**src/rtl/divider_arbiter.sv**
```systemverilog
// Round-robin arbiter sharing one start/done divider among NUM_REQ requesters.
// Optional feature: define DIV_ARB_ZERO_BYPASS_EN to answer zero-divisor jobs without the divider.
module divider_arbiter #(
    parameter  int NUM_REQ        = 4,
    parameter  int DIVIDEND_WIDTH = 32,
    parameter  int DIVISOR_WIDTH  = 32,
    localparam int ID_W           = $clog2(NUM_REQ)
) (
    input  logic                                clk,
    input  logic                                reset,
    input  logic [NUM_REQ-1:0]                  req_valid,
    output logic [NUM_REQ-1:0]                  req_ready,
    input  logic [NUM_REQ*DIVIDEND_WIDTH-1:0]   req_dividend,
    input  logic [NUM_REQ*DIVISOR_WIDTH-1:0]    req_divisor,
    output logic [NUM_REQ-1:0]                  rsp_valid,
    output logic [DIVIDEND_WIDTH-1:0]           rsp_quotient,
    output logic [DIVISOR_WIDTH-1:0]            rsp_remainder,
    output logic                                rsp_overflow,
    output logic                                div_start,
    output logic [DIVIDEND_WIDTH-1:0]           div_dividend,
    output logic [DIVISOR_WIDTH-1:0]            div_divisor,
    input  logic [DIVIDEND_WIDTH-1:0]           div_quotient,
    input  logic [DIVISOR_WIDTH-1:0]            div_remainder,
    input  logic                                div_overflow,
    input  logic                                div_done,
    output logic                                busy,
    output logic [ID_W-1:0]                     grant_id
);

`ifdef DIV_ARB_ZERO_BYPASS_EN
    localparam bit ZERO_BYPASS = 1'b1;
`else
    localparam bit ZERO_BYPASS = 1'b0;
`endif

    typedef enum logic [1:0] {
        S_IDLE,
        S_ISSUE,
        S_WAIT,
        S_RESP
    } state_t;

    state_t                     r_state;
    logic [ID_W-1:0]            r_ptr;
    logic [ID_W-1:0]            r_grant_id;
    logic                       r_bypass;
    logic                       r_busy;
    logic [NUM_REQ-1:0]         r_req_ready;
    logic [NUM_REQ-1:0]         r_rsp_valid;
    logic [DIVIDEND_WIDTH-1:0]  r_rsp_quotient;
    logic [DIVISOR_WIDTH-1:0]   r_rsp_remainder;
    logic                       r_rsp_overflow;
    logic                       r_div_start;
    logic [DIVIDEND_WIDTH-1:0]  r_div_dividend;
    logic [DIVISOR_WIDTH-1:0]   r_div_divisor;

    logic                       w_any;
    logic [ID_W-1:0]            w_idx;
    logic [ID_W-1:0]            w_gnt;
    logic [DIVIDEND_WIDTH-1:0]  w_dividend;
    logic [DIVISOR_WIDTH-1:0]   w_divisor;

    // Search upward from the slot after the last owner, wrapping, so the last owner goes last.
    always_comb begin
        // NOTE: every combinational output gets a default first so no path leaves it unassigned (no latch).
        w_any = 1'b0;
        w_idx = '0;
        w_gnt = '0;
        for (int k = 1; k <= NUM_REQ; k++) begin
            w_idx = ID_W'((int'(r_ptr) + k) % NUM_REQ);
            if (!w_any && req_valid[w_idx]) begin
                w_any = 1'b1;
                w_gnt = w_idx;
            end
        end
        w_dividend = req_dividend[int'(w_gnt)*DIVIDEND_WIDTH +: DIVIDEND_WIDTH];
        w_divisor  = req_divisor[int'(w_gnt)*DIVISOR_WIDTH +: DIVISOR_WIDTH];
    end

    always_ff @(posedge clk or posedge reset) begin
        if (reset) begin
            r_state         <= S_IDLE;
            r_ptr           <= ID_W'(NUM_REQ - 1);
            r_grant_id      <= '0;
            r_bypass        <= 1'b0;
            r_busy          <= 1'b0;
            r_req_ready     <= '0;
            r_rsp_valid     <= '0;
            r_rsp_quotient  <= '0;
            r_rsp_remainder <= '0;
            r_rsp_overflow  <= 1'b0;
            r_div_start     <= 1'b0;
            r_div_dividend  <= '0;
            r_div_divisor   <= '0;
        end else begin
            // NOTE: sequential state uses non-blocking assignments so every flop samples pre-edge values.
            r_req_ready <= '0;
            r_rsp_valid <= '0;
            r_div_start <= 1'b0;
            case (r_state)
                S_IDLE: begin
                    if (w_any) begin
                        r_req_ready    <= NUM_REQ'(1) << w_gnt;
                        r_div_dividend <= w_dividend;
                        r_div_divisor  <= w_divisor;
                        r_ptr          <= w_gnt;
                        r_grant_id     <= w_gnt;
                        r_bypass       <= ZERO_BYPASS && (w_divisor == '0);
                        r_busy         <= 1'b1;
                        r_state        <= S_ISSUE;
                    end
                end
                S_ISSUE: begin
                    // A bypassed job answers here so rsp_valid lands one cycle after req_ready.
                    if (r_bypass) begin
                        r_rsp_valid     <= NUM_REQ'(1) << r_grant_id;
                        r_rsp_quotient  <= '0;
                        r_rsp_remainder <= DIVISOR_WIDTH'($signed(r_div_dividend));
                        r_rsp_overflow  <= 1'b1;
                        r_state         <= S_RESP;
                    end else begin
                        r_div_start <= 1'b1;
                        r_state     <= S_WAIT;
                    end
                end
                S_WAIT: begin
                    if (div_done) begin
                        r_rsp_valid     <= NUM_REQ'(1) << r_grant_id;
                        r_rsp_quotient  <= div_quotient;
                        r_rsp_remainder <= div_remainder;
                        r_rsp_overflow  <= div_overflow;
                        r_state         <= S_RESP;
                    end
                end
                S_RESP: begin
                    r_busy  <= 1'b0;
                    r_state <= S_IDLE;
                end
                default: r_state <= S_IDLE;
            endcase
        end
    end

    assign req_ready     = r_req_ready;
    assign rsp_valid     = r_rsp_valid;
    assign rsp_quotient  = r_rsp_quotient;
    assign rsp_remainder = r_rsp_remainder;
    assign rsp_overflow  = r_rsp_overflow;
    assign div_start     = r_div_start;
    assign div_dividend  = r_div_dividend;
    assign div_divisor   = r_div_divisor;
    assign busy          = r_busy;
    assign grant_id      = r_grant_id;

endmodule
```
**config.mk**
```make
export PLATFORM = sky130hd
export DESIGN_NAME = divider_arbiter
export DESIGN_NICKNAME = d
export VERILOG_FILES = /design/src/rtl/divider_arbiter.sv
export SDC_FILE = /design/constraint.sdc
export NUM_CORES = 1
export LEC_CHECK = 0
export ABC_AREA = 1
export CAP_MARGIN = 10
export CELL_PAD_IN_SITES_DETAIL_PLACEMENT = 0
export CELL_PAD_IN_SITES_GLOBAL_PLACEMENT = 1
export CORE_AREA = 2 2 181 183
export CTS_BUF_LIST = sky130_fd_sc_hd__clkbuf_8
export DETAILED_ROUTE_END_ITERATION = 8
export DIE_AREA = 0 0 183 185
export GPL_ROUTABILITY_DRIVEN = 1
export GPL_TIMING_DRIVEN = 1
export PLACE_DENSITY = 0.83
export RECOVER_POWER = 100
export SLEW_MARGIN = 20
export SYNTH_ARGS = -nofsm -noshare
export SYNTH_HDL_FRONTEND = slang
export SYNTH_SLANG_ARGS = --single-unit
```
**constraint.sdc**
```tcl
create_clock -name clk -period 8.3 [get_ports clk]
set_input_delay 2.49 -clock clk [delete_from_list [all_inputs] [get_ports clk]]
set_output_delay 2.49 -clock clk [all_outputs]
set_load 0.005 [all_outputs]
```
==> impl_metrics.yaml <==
status:
  violations: "max-capacitance violations, max-slew violations"
  outcome: "finished, violations left"
clocking:
  numCtsBuffers: 17
  clk_pin_slew_worst_paths_ns: 0.09
  root_buffer: "clkbuf_8"
  clk_latency_ns: 0.47
  max-clock-path-buffers: 2
  post_cts_buffers: 0
  ctsHoldBuffers: 0
  h-tree-depth: 4
  cts_resized: 0
  cts_tree: "done"
  cts_sinks: 145
synth:
  synth_area_um2: 8580
  ys_seq_area_frac: 0.423
  netlist-cell-type-count: 22
  syn_nets: 1499
  syn_inst: 1166
  synth_top_area_frac: 0.417
  syn_area_per_cell_um2: 7.36
  synth_top_area_cell: "dfrtp_1"
  ys_ff_latch: 145
  yosys-top-cells-area: "dfrtp_1 (42%), nand2_1 (30%), nand4_1 (9.3%), mux2_2 (8.5%), buf_2 (2.4%)"
  yosys_warnings: 0
die:
  dieWidth_um: 183
  initial_core_util: 0.268
  ios: 469
  rows: 66
  die-area_um2: 33900
  core_area_um2: 32000
  die_h_um: 185
sta:
  relSlewSlack: -1.72
  maxSlewViolCount: 215
  worst_pin_slew_ns: 4.07
  rsz0062_at_grt: "false"
  fmax_ghz: 0.153
  fin_crit_sh: 0.787
  final_hold_viol_count: 0
  finalClockSkew_ns: 0.0171
  period_minus_slack_ns: 6.54
  finalSetupViolCount: 0
  fin_tns_setup_ns: 0
detailed_routing:
  drc_errors: 0
  first_pass_iters: 5
  wire_per_inst_um: 17.7
  vias: 9412
  post_drt_via_cell_ratio: 4.73
  drtAntennaViolNets: 0
  drt_wl_total_um: 35300
  drt_iter0_drc: 493
run:
  maxCapViolCount: 4
worst_setup_path:
  reg2reg_from: "r_ptr[0]"
  cpMaxStageDelayCell: "clkbuf_1"
  worstRegToRegCells: 11
  crit_required_ns: 8.66
  startpoint_type: "input pin"
  reg2reg_to: "r_ptr[1]"
  critPathKind: "in2reg"
  max_stage_delay_ns: 1.55
  critPathMaxFanout: 55
  worst_path_most_repeated_cell: "nand2_1"
  r2r_slack_ns: 3.63
  worstPathCellList: "dlygate4sd3_1, nand2_1, nand2_1, nand2_1, nand2_1, inv_1, nand3_4, nand2_1, inv_2, clkbuf_1, nand2_1, o21ai_0"
  crit_arrival_ns: 6.89
  crit_path_end_kind: "flop"
worst_hold_path:
  hold_depth: 2
  min_path_type: "reg2reg"
  hp-start: "div_dividend[7]"
  min_to: "div_dividend[7]"
power_and_ir_drop:
  p_leak_nw: 6.77
  clockPowerShare: 0.100
  pwr-share-comb: 0.691
  p_int_w: 0.00289
  max-vdd-ir-drop_v: 0.000358
  swShare: 0.510
  power_density_nw_per_um2: 430
  seqPwrFrac: 0.208
  p_sw_w: 0.00301
global_route:
  grt_pass1_vias: 9183
  grt_pass1_wl_um: 53200
  grt_antenna_before_repair: 0
  grt_max_degree: 103
  grt_overflow: 0
  grtUsageTotal: 0.202
layout:
  final_util: 0.428
  drive_above_1_share: 0.0726
  diodes: 0
  syn_to_final_growth_pct: 59.7
  layout_common_cells: "nand2_1 (678), clkdlybuf4s50_1 (324), dlygate4sd3_1 (144)"
  final_common_cell: "nand2_1"
  nets: 1904
place:
  port_buffers: 468
  place_congestion: 0.842
  dp_hpwl_um: 24600
[flip-flops by register name, indices dropped and copies added, names as in the netlist]
name,count
div_dividend,32
req_ready,4
div_start,1
rsp_overflow,1
rsp_valid,4
busy,1
r_ptr,2
rsp_remainder,32
div_divisor,32
r_state,2
grant_id,2
rsp_quotient,32
[worst max path at each step]
stage	slack, ns	from	depth (start not counted)	end
after detailed placement	2.04	req_valid[0]	15	div_divisor[2]
after global routing	1.14	reset	2	div_dividend[3]
after global placement	2.06	req_valid[1]	15	div_dividend[31]
final	1.76	req_valid[0]	12	r_ptr[1]
after floorplan	1.92	reset	1	busy
after CTS	2.56	req_valid[0]	15	div_divisor[2]
[cell families (layout without fill, tap and decap cells)]
| family | after synthesis | count (layout) | synth area share |
|---|---|---|---|
| flops | 145 | 145 | 0.423 |
| compound gates | 13 | 13 | 0.00772 |
| mux | 65 | 65 | 0.0853 |
| fa+ha+maj | 5 | 5 | 0.00729 |
| buf+inv | 112 | 529 | 0.0735 |
| simple gates | 826 | 826 | 0.403 |
[final cells by class]
type / instances / area (um2)
fill: 3239 / 18300
clock buffer: 17 / 234
multi-input combinational: 909 / 4360
clock inverter: 14 / 154
tap: 408 / 510
inverter: 20 / 75.1
timing repair buffer: 478 / 4750
sequential: 145 / 3630
[Yosys cell counts]
| library cell | count |
|---|---|
| a21oi_1 | 3 |
| buf_1 | 15 |
| buf_2 | 42 |
| buf_4 | 14 |
| buf_6 | 14 |
| clkbuf_1 | 7 |
| dfrtp_1 | 143 |
| dfstp_2 | 2 |
| ha_1 | 5 |
| inv_1 | 14 |
| inv_2 | 6 |
| mux2_2 | 65 |
| nand2_1 | 679 |
| nand2_2 | 1 |
| nand3_1 | 5 |
| nand3_2 | 3 |
| nand4_1 | 128 |
| nor2_1 | 4 |
| nor2_4 | 1 |
| nor3_1 | 5 |
| o21ai_0 | 9 |
| o22ai_1 | 1 |
[power by group through the flow]
stage / Sequential, W / Combinational, W / Clock (W)
after floorplan: 0.00126 / 0.00285 / 0
after global placement: 0.00124 / 0.00421 / 0
after detailed placement: 0.00126 / 0.00424 / 0
after global routing: 0.00128 / 0.00462 / 0.000639
final: 0.00123 / 0.00408 / 0.000592
after CTS: 0.00125 / 0.00425 / 0.000612
[metrics by stage]
step	hold slack [ns]	instance area, um2	worst slack, ns	cells	power, W
2_1_floorplan	0.472	8580	1.92	1166	0.00410
3_3_place_gp	0.462	13400	2.06	1960	0.00546
6_report	0.479	13700	1.76	1991	0.00590
3_5_place_dp	0.464	13400	2.04	1960	0.00549
5_1_grt	0.497	13700	1.14	1991	0.00653
4_1_cts	0.486	13700	2.56	1991	0.00611
[metal layers]
metal	up-vias	routed length (um)	global-route usage
li1	4581	-	-
met1	4461	14800	0.255
met2	337	17400	0.344
met3	33	2350	0.0458
met4	0	730	0.0579
met5	-	0	0
[worst max-delay path: cells and delay by family]
kind	cells	cell delay (ns)
AND/OR/NAND/NOR	7	1.44
buffers and inverters	4	2.73
AO/OA/AOI/OAI	1	0.19
(Power assumes the default switching activity.)
